`src/rtl/ysyx_22050039_fetch_ctrl_pkg.sv`:
```
// Shared definitions for the fetch controller: state encoding, reset PC and
// instruction width.
package ysyx_22050039_pkg;

   localparam int          INST_W           = 32;
   localparam logic [63:0] RESET_PC_DEFAULT = 64'h0000_0000_8000_0000;

   typedef enum logic [1:0] {
      S_IDLE = 2'd0,
      S_REQ  = 2'd1,
      S_WAIT = 2'd2,
      S_OUT  = 2'd3
   } fetch_state_e;

endpackage

```
`src/rtl/ysyx_22050039_fetch_ctrl_reg.sv`:
```
// Generic write-enabled register with asynchronous active-low reset.
module ysyx_22050039_Reg #(
   parameter int               WIDTH     = 1,
   parameter logic [WIDTH-1:0] RESET_VAL = '0
) (
   input  logic             i_clk,
   input  logic             i_rst_n,
   input  logic             i_wen,
   input  logic [WIDTH-1:0] i_din,
   output logic [WIDTH-1:0] o_dout
);

   always_ff @(posedge i_clk or negedge i_rst_n) begin
      if (!i_rst_n)   o_dout <= RESET_VAL;
      else if (i_wen) o_dout <= i_din;
   end

endmodule

```
`src/rtl/ysyx_22050039_fetch_ctrl.sv`:
```
// Instruction fetch controller: IDLE/REQ/WAIT/OUT handshake FSM with redirect
// and stale-response drop. Define YSYX_22050039_FETCH_TRACE_EN for a trace.
module ysyx_22050039_fetch_ctrl
   import ysyx_22050039_pkg::*;
#(
   parameter int              XLEN     = 64,
   parameter logic [XLEN-1:0] RESET_PC = XLEN'(RESET_PC_DEFAULT)
) (
   input  logic              clk,
   input  logic              rst,
   output logic              imem_req_valid,
   output logic [XLEN-1:0]   imem_req_addr,
   input  logic              imem_req_ready,
   input  logic              imem_rsp_valid,
   input  logic [INST_W-1:0] imem_rsp_data,
   output logic              inst_valid,
   output logic [INST_W-1:0] inst,
   output logic [XLEN-1:0]   inst_pc,
   input  logic              inst_ready,
   input  logic              redirect_valid,
   input  logic [XLEN-1:0]   redirect_pc,
   output logic [XLEN-1:0]   pc
);

   fetch_state_e      r_state;
   logic              r_drop;
   logic              r_req_valid;
   logic              r_inst_valid;
   logic [INST_W-1:0] r_inst;
   logic [XLEN-1:0]   r_inst_pc;

   logic              w_req_fire;
   logic              w_accept;
   logic              w_pc_wen;
   logic [XLEN-1:0]   w_pc_din;

   assign w_req_fire = r_req_valid & imem_req_ready;
   assign w_accept   = r_inst_valid & inst_ready;
   // A redirect always wins over the sequential pc+4 step.
   assign w_pc_wen   = redirect_valid | w_accept;
   assign w_pc_din   = redirect_valid ? redirect_pc : pc + XLEN'(4);

   ysyx_22050039_Reg #(
      .WIDTH     (XLEN),
      .RESET_VAL (RESET_PC)
   ) pc_reg (
      .i_clk   (clk),
      .i_rst_n (rst),
      .i_wen   (w_pc_wen),
      .i_din   (w_pc_din),
      .o_dout  (pc)
   );

   always_ff @(posedge clk or negedge rst) begin
      if (!rst) begin
         r_state      <= S_IDLE;
         r_drop       <= 1'b0;
         r_req_valid  <= 1'b0;
         r_inst_valid <= 1'b0;
         r_inst       <= '0;
         r_inst_pc    <= '0;
      end else begin
         case (r_state)
            S_IDLE: begin
               r_state     <= S_REQ;
               r_req_valid <= 1'b1;
            end
            S_REQ: begin
               if (w_req_fire) begin
                  r_state     <= S_WAIT;
                  r_req_valid <= 1'b0;
                  r_drop      <= redirect_valid;
               end
            end
            S_WAIT: begin
               if (imem_rsp_valid) begin
                  if (r_drop | redirect_valid) begin
                     r_drop      <= 1'b0;
                     r_state     <= S_REQ;
                     r_req_valid <= 1'b1;
                  end else begin
                     r_inst       <= imem_rsp_data;
                     r_inst_pc    <= pc;
                     r_state      <= S_OUT;
                     r_inst_valid <= 1'b1;
                  end
               end else if (redirect_valid) begin
                  r_drop <= 1'b1;
               end
            end
            S_OUT: begin
               if (redirect_valid | inst_ready) begin
                  r_state      <= S_REQ;
                  r_inst_valid <= 1'b0;
                  r_req_valid  <= 1'b1;
               end
            end
            default: r_state <= S_IDLE;
         endcase
      end
   end

`ifdef YSYX_22050039_FETCH_TRACE_EN
   always_ff @(posedge clk) begin
      if (rst && w_accept)
         $display("[fetch] accept   pc=%h inst=%h next_pc=%h", inst_pc, inst, w_pc_din);
      if (rst && redirect_valid)
         $display("[fetch] redirect pc=%h inst=%h next_pc=%h", pc, inst, redirect_pc);
   end
`else
   // Trace disabled: no display logic is elaborated.
`endif

   assign imem_req_valid = r_req_valid;
   assign imem_req_addr  = pc;
   assign inst_valid     = r_inst_valid;
   assign inst           = r_inst;
   assign inst_pc        = r_inst_pc;

endmodule

```
`config.mk`:
```
export PLATFORM = sky130hd
export DESIGN_NAME = ysyx_22050039_fetch_ctrl
export DESIGN_NICKNAME = d
export VERILOG_FILES = /design/src/rtl/ysyx_22050039_fetch_ctrl_pkg.sv /design/src/rtl/ysyx_22050039_fetch_ctrl_reg.sv /design/src/rtl/ysyx_22050039_fetch_ctrl.sv
export SDC_FILE = /design/constraint.sdc
export NUM_CORES = 1
export LEC_CHECK = 0
export BUFFER_PORTS_ARGS = -buffer_cell sky130_fd_sc_hd__buf_2
export CAP_MARGIN = 20
export CORE_ASPECT_RATIO = 0.5
export CORE_MARGIN = 2
export CORE_UTILIZATION = 49
export DETAILED_ROUTE_END_ITERATION = 16
export HOLD_SLACK_MARGIN = 0.15
export PLACE_DENSITY = 0.8
export SYNTH_ARGS = -nofsm -noshare
export SYNTH_HDL_FRONTEND = slang
export SYNTH_SLANG_ARGS = --single-unit
export TNS_END_PERCENT = 1
```
`constraint.sdc`:
```
create_clock -name clk -period 2.89 [get_ports clk]
set_input_delay 0.1445 -clock clk [delete_from_list [all_inputs] [get_ports clk]]
set_output_delay 0.1445 -clock clk [all_outputs]
set_load 0.05 [all_outputs]
```
==> results of run 1 <==
==> what timing repair did <==
item,4_1_cts,5_1_grt
hold endpoints to repair,182,0
hold buffers,115,0
resized for setup,0,0
==> metal layers <==
metal / up-vias / GRT usage [%]
li1: 3419 / -
met3: 63 / 6.890
met5: - / 0
met1: 3603 / 31.76
met2: 328 / 44.50
met4: 0 / 11.75
==> layout make-up <==
cell class,count,area (µm²)
inverters,4,15.01
flip-flops and latches,165,4130
repair buffers,454,2912
clock inverters,12,180.2
fillers,1215,5011
well taps,227,284.0
clock buffers,17,425.4
multi-input cells,493,3517
==> cell usage after synthesis, types with 2 or more instances <==
library cell | count | area share, %
o31ai_1 | 10 | 0.91
or3_1 | 8 | 0.60
and3_2 | 3 | 0.27
dfrtp_1 | 164 | 49
buf_4 | 64 | 5.8
xnor2_1 | 17 | 1.8
mux2i_1 | 8 | 0.97
clkbuf_1 | 16 | 0.72
nor2b_1 | 8 | 0.60
and3_1 | 6 | 0.45
nand4_1 | 26 | 2.0
ha_1 | 5 | 0.75
a31oi_1 | 12 | 0.91
a21oi_1 | 6 | 0.36
buf_6 | 3 | 0.41
mux2_2 | 100 | 14
or3_2 | 2 | 0.18
and2_1 | 5 | 0.38
and4_1 | 4 | 0.42
buf_1 | 5 | 0.23
nor3_1 | 14 | 0.84
a22oi_1 | 6 | 0.54
a221o_1 | 2 | 0.24
nand4_4 | 2 | 0.51
xor2_1 | 21 | 2.2
buf_2 | 5 | 0.30
nor4_1 | 18 | 1.4
nand3_1 | 27 | 1.6
inv_1 | 4 | 0.18
or4_1 | 9 | 0.81
nand2_1 | 79 | 3.6
nor2_1 | 28 | 1.3
and4_2 | 3 | 0.36
o21ai_0 | 44 | 2.7
==> sequential cells by signal, indices dropped and copies added, names as in the netlist <==
register        cells
inst_pc            64
pc_reg.o_dout      64
inst               32
r_state             2
imem_req_valid      1
inst_valid          1
r_drop              1
==> logic make-up (layout without fill, tap and decap cells) <==
kind of cell	after synthesis	count (layout)	share of synthesized area [%]
flops	165	165	49.80
mux	108	108	14.54
compound gates	89	89	6.487
simple gates	253	253	16.55
xor+xnor	38	38	4.013
buf+inv	99	487	7.859
fa+ha+maj	5	5	0.7543
==> critical path, delay by kind of cell (launching register included) <==
family	cells	cell delay (ns)
adders and majority gates	1	0.25
and+or+nand+nor	4	1.46
DFF	1	0.51
AOI/OAI and AO/OA	1	0.17
==> layout by cell type, fill, tap and decap left out, drive strengths merged, types with 8 or more instances in the layout <==
master / synthesis / routed
dfrtp: 164 / 164
o31ai: 10 / 10
nor2: 28 / 28
nand4: 28 / 28
xnor2: 17 / 17
a31oi: 12 / 12
and3: 9 / 9
mux2: 100 / 100
dlygate4sd3: 1 / 115
buf: 77 / 339
mux2i: 8 / 8
nand2: 80 / 80
or4: 10 / 10
or3: 10 / 10
xor2: 21 / 21
nor2b: 8 / 8
o21ai: 45 / 45
clkbuf: 16 / 17
nor4: 19 / 19
nor3: 14 / 14
nand3: 28 / 28
and4: 8 / 8
==> per-stage QoR <==
| stage | cell area, µm² | util [%] |
|---|---|---|
| global route | 11460 | 69.58 |
| global placement | 9707 | 58.92 |
| CTS | 11460 | 69.58 |
| detailed placement | 9707 | 58.92 |
| floorplan | 8294 | - |
| finish | 11460 | 69.58 |
==> final timing paths <==
check / start / end / slack (ns) / cells past startpoint
max reg2reg: pc_reg.o_dout[3] / pc_reg.o_dout[58] / 0.43 / 6
max in group asynchronous: rst / pc_reg.o_dout[43] / 1.64 / 3
min in group asynchronous: rst / inst_pc[7] / 0.34 / 2
min: redirect_valid / pc_reg.o_dout[0] / 0.17 / 2
max: pc_reg.o_dout[3] / pc_reg.o_dout[58] / 0.43 / 6
min reg2reg: inst_pc[39] / inst_pc[39] / 0.50 / 1
==> power by group <==
part	internal, mW	switching [mW]
sequential	2.98	0.506
combinational	1.25	3.50
clock	1.44	0.953
==> results.md, run 1 <==
- Post-place setup slack: 0.4903 ns
- CP Capture Type: flip-flop
- DRC Markers: 0
- Critical-path top delay cell: dfrtp_1
- Worst-Skew Late Latency: 0.43 ns
- Clk buf depth: 2
- Gp weighted congestion: 0.8827
- DR top layer: met4
- Met3 WL: 1.909 mm
- Die Ht: 96.00 µm
- Antenna violations before repair: 0
- Met2 WL: 11.81 mm
- Crit path kind: flip-flop to flip-flop
- Yosys reg bits: 165
- Via count: 7413
- Crit start category: flip-flop
- Routed WL: 24.08 mm
- Finish-stage setup viols: 0
- Mapped Cells: 757
- Synth Net Count: 864
- Top FF cell, synth: dfrtp_1
- Pwr/cell area: 927.4 nW/µm²
- Status: finished clean
- Die footprint: 18050 µm²
- Final hold vios: 0
- First-pass GRT wire length: 36.97 mm
- Sequential fraction of the synthesis area: 49.80%
- Port Buffers: 327
- Tightest Hold Check Type: input pin to flip-flop
- Average wire per standard cell: 17.55 µm
- Die Wd: 188.0 µm
- WP data required: 3.24 ns
- Vias in the first global route: 7282
- CTS HTree Levels: 4
- CTS Sinks: 165
- Clock slew at reported path FFs: 0.07 ns
- Antenna Nets Post-Route: 0
- Crit path DAT: 2.81 ns
- Worst-path cell chain: ha_1 > and4_1 > nand4_4 > or3_1 > or4_1 > a31oi_1
- EDFF count, synth: 0
- Root Driver: clkbuf_16
- Nets@finish: 1242
- Iter 0 DRT Violations: 485
- First-pass detailed-route iteration total: 5
- Maximum VDD drop: 0.0007922 V
- Worst setup margin: 0.4326 ns
- GRT Util Overall: 26.09%
- Post-CTS Setup Inserts: 0
- Average cell area after synthesis: 10.96 µm²
- Achievable clock frequency: 0.4069 GHz
- Final HPWL DP: 16.46 mm
- Slew Limit Headroom: 45.97%
- Cell Area, Synth: 8294 µm²
- Met1 WL: 9.656 mm
- Tcrit/Tclk final: 85.03%
- Area Overhead vs Synth: 38.21%
- Crit path max fanout: 9
- Max Cap Viol: 0
- Final Non-Filler Cells: 1372
- Total power: 10.63 mW
- Fin Hold WS: 0.1661 ns
- Yosys cell types: 57
- Slowest stage delay, CP: 0.51 ns
- Core Rows: 33
- Final setup TNS: 0 ns
- Fin. max-slew vios: 0
- Diode count: 0
- Clock Skews: 0.01267 ns
- Largest net degree at the start of global routing: 87
- Initial core utilization: 50.35%
- Yosys warnings: 0
- Number of I/O pins: 328
- Final worst path period need: 2.457 ns
- Placed Instances: 1228
- Vias/cell: 5.403
- Total clock buffers created by CTS: 17
- Core region area: 16470 µm²
- Overflow after GRT: 0
- Share of cells above drive strength 1: 42.62%
- RSZ-0062 raised after global routing: no
- Worst-margin pin slew: 0.8104 ns
- Leakage power: 5.523 nW
- Async set-reset flop share out of synthesis: 100.0%
- CTS tree: built
Note: power is estimated with default switching activity, not from simulation.
==> run 2: changes to the inputs <==
Settings changed: CTS_CLUSTER_DIAMETER from default to 30, SETUP_SLACK_MARGIN from default to 0.5.
==> results.md, run 2 (same netlist as run 1, synthesis figures left out) <==
- Total power: 10.49 mW (-1.4%)
- DRC Markers: 0 (unchanged)
- Final hold vios: 0 (unchanged)
- Routed WL: 24.57 mm (+2.0%)
- Worst-Skew Late Latency: 0.44 ns (about the same)
- Overflow after GRT: 0 (unchanged)
- Final setup TNS: 0 ns (unchanged)
- Slew Limit Headroom: 43.52% (-2.5 points)
- Crit path kind: flip-flop to flip-flop
- Tcrit/Tclk final: 82.12% (-2.9 points)
- Via count: 7442 (+0.39%)
- Placed Instances: 1227 (-0.081%)
- CTS tree: built
- Clock slew at reported path FFs: 0.08 ns (about the same)
- First-pass detailed-route iteration total: 5 (unchanged)
- Final Non-Filler Cells: 1361 (-0.80%)
- Worst-margin pin slew: 0.8472 ns (+0.03687 ns)
- Finish-stage setup viols: 0 (unchanged)
- WP data required: 3.24 ns (about the same)
- Die Ht: 96.00 µm (unchanged)
- Clock Skews: 0.01915 ns (+0.006474 ns)
- Die Wd: 188.0 µm (unchanged)
- Achievable clock frequency: 0.4214 GHz (+3.6%)
- Core region area: 16470 µm² (unchanged)
- Gp weighted congestion: 0.9017 (+2.2%)
- Cell area after placement: 9704 µm² (about the same)
- Leakage power: 5.437 nW (-1.6%)
- Initial core utilization: 50.35% (unchanged)
- RSZ-0062 raised after global routing: yes
- Pwr/cell area: 928.4 nW/µm² (+0.11%)
- Post-CTS Setup Inserts: 0 (unchanged)
- Share of cells above drive strength 1: 43.65% (+1.0 points)
- Vias in the first global route: 7267 (-0.21%)
- Root Driver: clkbuf_16
- Largest net degree at the start of global routing: 91 (+4.6%)
- Area Overhead vs Synth: 36.19%
- Iter 0 DRT Violations: 463 (-4.5%)
- Vias/cell: 5.468 (+1.2%)
- Total clock buffers created by CTS: 17 (unchanged)
- Final HPWL DP: 16.98 mm (+3.2%)
- Number of I/O pins: 328 (unchanged)
- Crit path DAT: 2.72 ns (-0.09 ns)
- Clk buf depth: 2 (unchanged)
- CTS Sinks: 165 (unchanged)
- Port Buffers: 327 (unchanged)
- CTS HTree Levels: 4 (unchanged)
- Max Cap Viol: 0 (unchanged)
- Fin. max-slew vios: 0 (unchanged)
- Average wire per standard cell: 18.05 µm (+2.8%)
- CP Capture Type: flip-flop
- Antenna Nets Post-Route: 0 (unchanged)
- Status: finished clean
- First-pass GRT wire length: 37.98 mm (+2.7%)
- Diode count: 0 (unchanged)
- Core Rows: 33 (unchanged)
- Antenna violations before repair: 0 (unchanged)
- Final worst path period need: 2.373 ns (-0.08430 ns)
- Tightest Hold Check Type: input pin to flip-flop
- Final instance area: 11300 µm² (-1.5%)
- Commonest non-fill, non-tap cell in the layout: buf_2
- Post-place setup slack: 0.5857 ns (+0.09538 ns)
- Maximum VDD drop: 0.0005355 V (-32%)
- Commonest non-fill, non-tap cells in the layout: 325 x buf_2, 160 x dfrtp_1, 102 x dlygate4sd3_1, 100 x mux2_2, 79 x nand2_1
- Worst setup margin: 0.5169 ns (+0.08430 ns)
- Nets@finish: 1228 (-1.1%)
- GRT Util Overall: 27.06% (+0.98 points)
- Crit path max fanout: 8 (-1)
- Crit start category: flip-flop
- Die footprint: 18050 µm² (unchanged)
[run 2: layer usage]
layer	GRT usage [%]	wire [µm]	vias up	part of all wire, %
li1	-	-	3398	-
met1	34.27	10070	3652	41
met2	45.79	12170	340	50
met3	7.182	1779	52	7.2
met4	9.252	551	0	2.2
met5	0	0	-	0
[run 2: final cells by class]
cell class / count / area [µm²]
clock buffers: 18 / 429.2
clock inverters: 14 / 138.9
fillers: 1238 / 5179
inverters: 4 / 15.01
multi-input cells: 493 / 3532
flip-flops and latches: 165 / 4135
well taps: 227 / 284.0
repair buffers: 440 / 2761
[run 2: final timing paths]
| kind | start | to | slack [ns] | depth (start not counted) |
|---|---|---|---|---|
| setup reg to reg | pc_reg.o_dout[9] | pc_reg.o_dout[58] | 0.52 | 5 |
| min in group asynchronous | rst | pc_reg.o_dout[8] | 0.37 | 2 |
| hold reg to reg | inst_pc[56] | inst_pc[56] | 0.50 | 1 |
| hold / removal | redirect_valid | pc_reg.o_dout[9] | 0.14 | 3 |
| setup / recovery | pc_reg.o_dout[9] | pc_reg.o_dout[58] | 0.52 | 5 |
| max in group asynchronous | rst | pc_reg.o_dout[31] | 1.68 | 3 |
[run 2: critical path, stage by stage (launching register included)]
cell	delay, ns
dfrtp_1	0.46
and3_1	0.40
nand4_4	0.22
or3_1	0.52
or4_1	0.50
a31oi_1	0.18
[run 2: timing repair]
action | CTS | global route
setup endpoints to repair | 0 | 13
resized for setup | 0 | 1
endpoints found under the hold margin | 183 | 0
hold buffers | 102 | 0
[run 2: stage by stage]
stage                     util (%)  hold WS (ns)
final                        68.57        0.1428
after global routing         68.57        0.1767
after CTS                    68.55        0.1518
after detailed placement     58.90        0.2894
after global placement       58.90        0.2776
after floorplan                  -       -0.1511
[run 2: where the power goes]
group          switching (mW)  internal [mW]
Sequential              0.506           2.98
Combinational            3.51           1.24
Clock                    1.04           1.21
Total                    5.06           5.43
==> run 3: changes to the inputs <==
Settings changed: ABC_AREA from default to 1, CORE_UTILIZATION 49 to 50, PLACE_DENSITY 0.8 to 0.79.
Clock period 2.89 ns to 2.3 ns, I/O delays scaled along.
==> results.md, run 3 <==
- FF-to-FF End: pc_reg.o_dout[42]
- Yosys warnings: 0 (unchanged)
- Core Rows: 35 (+6.1%)
- Area contributors post-synth: dfrtp_1 43%, nand2_1 15%, mux2_2 6.6%
- Area occupied by registers: 4185 µm² (+1.2%)
- Die footprint: 20210 µm² (+12%)
- Crit path max fanout: 6 (-2)
- Nets@finish: 1749 (+42%)
- CTS Sinks: 165 (unchanged)
- Fin. max-slew vios: 0 (unchanged)
- Total clock buffers created by CTS: 17 (unchanged)
- Die Ht: 101.5 µm (+5.8%)
- Finish-stage setup viols: 0 (unchanged)
- Reg2reg setup slack: 0.47 ns (-0.04 ns)
- Async set-reset flop share out of synthesis: 100.0% (unchanged)
- Die Wd: 199.1 µm (+5.9%)
- Average wire per standard cell: 20.05 µm (+11%)
- Commonest cells in the netlist: 375 x nand2_1, 164 x dfrtp_1, 147 x nor2_1
- Most common cell in the netlist: nand2_1
- Crit start category: flip-flop
- DRC Markers: 0 (unchanged)
- Status: finished clean
- Average cell area after synthesis: 7.720 µm² (-30%)
- CTS HTree Levels: 4 (unchanged)
- Antenna Nets Post-Route: 0 (unchanged)
- Commonest non-fill, non-tap cells in the layout: 363 x nand2_1, 326 x buf_2, 120 x dfrtp_1, 107 x nor2_1, 106 x inv_1
- Fill count: 1405 (+13%)
- Crit path kind: flip-flop to flip-flop
- Slew Limit Headroom: 67.69% (+24 points)
- Worst-Skew Late Latency: 0.44 ns (about the same)
- Post-synth top area share: 43.15% (-6.3 points)
- Core region area: 18520 µm² (+12%)
- Maximum VDD drop: 0.0009954 V (+86%)
- Antenna violations before repair: 0 (unchanged)
- Final hold vios: 0 (unchanged)
- Final Non-Filler Cells: 1913 (+41%)
- Number of I/O pins: 328 (unchanged)
- Iter 0 DRT Violations: 915 (+98%)
- Area Overhead vs Synth: 42.21%
- Initial core utilization: 51.35% (+1.0 points)
- Routed WL: 38.35 mm (+56%)
- Mapped Cells: 1232 (+63%)
- First-pass detailed-route iteration total: 6 (+1)
- Achievable clock frequency: 0.5478 GHz (+30%)
- First-pass GRT wire length: 55.08 mm (+45%)
- Crit path DAT: 2.15 ns (-0.57 ns)
- Share of cells above drive strength 1: 36.88% (-6.8 points)
- Clock Skews: 0.01450 ns (-0.004647 ns)
- Clock slew at reported path FFs: 0.07 ns (about the same)
- GRT Util Overall: 36.51% (+9.5 points)
- CTS tree: built
- Multi-input combinational cell area: 4566 µm² (+29%)
- Yosys reg bits: 165 (unchanged)
- RSZ-0062 raised after global routing: yes
- Via count: 10.54k (+42%)
- Area leader, netlist: dfrtp_1
- Placed Instances: 1732 (+41%)
- EDFF count, synth: 0 (unchanged)
- Largest net degree at the start of global routing: 70 (-23%)
- Root Driver: clkbuf_16
- Port Buffers: 327 (unchanged)
- Pwr/cell area: 1252 nW/µm² (+35%)
- Max Cap Viol: 0 (unchanged)
- Sequential fraction of the synthesis area: 43.42% (-6.4 points)
- Commonest non-fill, non-tap cell in the layout: nand2_1
- Reg2reg path depth: 10 (+5)
- Synth Net Count: 1339 (+55%)
- WP data required: 2.63 ns (-0.61 ns)
- Cell Area, Synth: 9512 µm² (+15%)
- Top FF cell, synth: dfrtp_1
- Worst-margin pin slew: 0.4846 ns (-0.3626 ns)
- R2r startpoint: pc_reg.o_dout[3]
- Yosys cell types: 37 (-35%)
- Gp weighted congestion: 1.040 (+15%)
- CP Capture Type: flip-flop
- Tightest Hold Check Type: input pin to async pin
- Clk buf depth: 2 (unchanged)
- Final HPWL DP: 25.16 mm (+48%)
- Diode count: 0 (unchanged)
- Final setup TNS: 0 ns (unchanged)
- Leakage power: 6.716 nW (+24%)
- Vias in the first global route: 9854 (+36%)
- Final worst path period need: 1.825 ns (-0.5477 ns)
- Vias/cell: 5.510 (+0.77%)
- Tcrit/Tclk final: 79.37% (-2.7 points)
- Overflow after GRT: 0 (unchanged)
==> run 3: cell count changes in the layout (fill, tap and decap cells not counted), moves of 19 or more <==
cell / previous run / this run
nand2_1: 79 / 363
inv_1: 4 / 106
nor2_1: 27 / 107
mux2_2: 100 / 56
dfrtp_1: 160 / 120
dfrtp_2: 4 / 44
o21a_1: 1 / 41
buf_4: 11 / 46
nand3_1: 27 / 60
nor2_2: 1 / 29
nor2_4: 0 / 24
o21ai_1: 1 / 20
xor2_1: 21 / 2
==> run 3: worst max-delay path by stage <==
stage,end,slack (ns),cells after the start,start
after global routing,pc_reg.o_dout[51],0.40,9,pc_reg.o_dout[3]
after floorplan,pc_reg.o_dout[50],0.49,9,pc_reg.o_dout[20]
after CTS,pc_reg.o_dout[51],0.44,8,pc_reg.o_dout[12]
after detailed placement,pc_reg.o_dout[52],0.28,10,pc_reg.o_dout[3]
final,pc_reg.o_dout[42],0.47,10,pc_reg.o_dout[3]
after global placement,pc_reg.o_dout[42],0.33,9,pc_reg.o_dout[21]
==> run 3: critical path, cell delays in order (launching register included) <==
cell     delay (ns)
dfrtp_2        0.44
ha_4           0.17
inv_1          0.07
nor2_4         0.19
nand2_4        0.13
nor2_8         0.17
nand2_1        0.12
o21ai_2        0.15
nand3_2        0.13
nand2_1        0.09
nand2_1        0.04
==> run 3: cell families after synthesis <==
| family | after synthesis | synth area share (%) |
|---|---|---|
| mux | 57 | 6.735 |
| flops | 165 | 43.42 |
| xor+xnor | 3 | 0.2763 |
| buf+inv | 219 | 11.58 |
| simple gates | 626 | 27.28 |
| compound gates | 157 | 10.05 |
| fa+ha+maj | 5 | 0.6577 |
==> run 3: cell type report <==
| class | count | share of cell area (%) |
|---|---|---|
| Sequential cell | 165 | 30.94 |
| Timing Repair Buffer | 496 | 25.47 |
| Tap cell | 259 | 2.396 |
| Clock buffer | 19 | 3.200 |
| Inverter | 114 | 3.163 |
| Clock inverter | 12 | 1.073 |
| Multi-Input combinational cell | 848 | 33.75 |
==> run 3: routing by layer <==
layer | global-route usage, % | share of wire (%) | wire length (µm) | up-vias
met4 | 9.989 | 2.3 | 870 | 0
met2 | 58.48 | 46 | 17770 | 663
met5 | 0 | 0 | 0 | -
met3 | 10.32 | 11 | 4152 | 91
li1 | - | - | - | 4703
met1 | 49.03 | 41 | 15560 | 5084
==> run 3: metrics by stage <==
step,utilization (%),area (µm²),setup slack [ns],hold slack (ns),total power [mW]
6_report,73.02,13530,0.4746,0.1968,16.94
5_1_grt,73.02,13530,0.3981,0.2299,17.60
4_1_cts,69.65,12900,0.4434,0.1925,16.50
3_5_place_dp,59.52,11030,0.2841,0.02635,13.34
3_3_place_gp,59.52,11030,0.3306,0.02531,13.19
2_1_floorplan,-,9519,0.4874,-0.1806,11.35
==> run 3: where the power goes <==
| part | internal [mW] | switching, mW |
|---|---|---|
| clock | 1.61 | 1.32 |
| sequential | 3.99 | 0.974 |
| combinational | 2.28 | 6.76 |
| total | 7.89 | 9.05 |
==> run 3: what timing repair did <==
item                                    in CTS  in global routing
hold buffers                               105                  0
setup buffers                                8                 27
gates cloned                                 3                  7
hold endpoints to repair                   263                  0
pin swaps                                    4                 11
endpoints found under the setup margin     103                116
gates resized for setup                     20                105
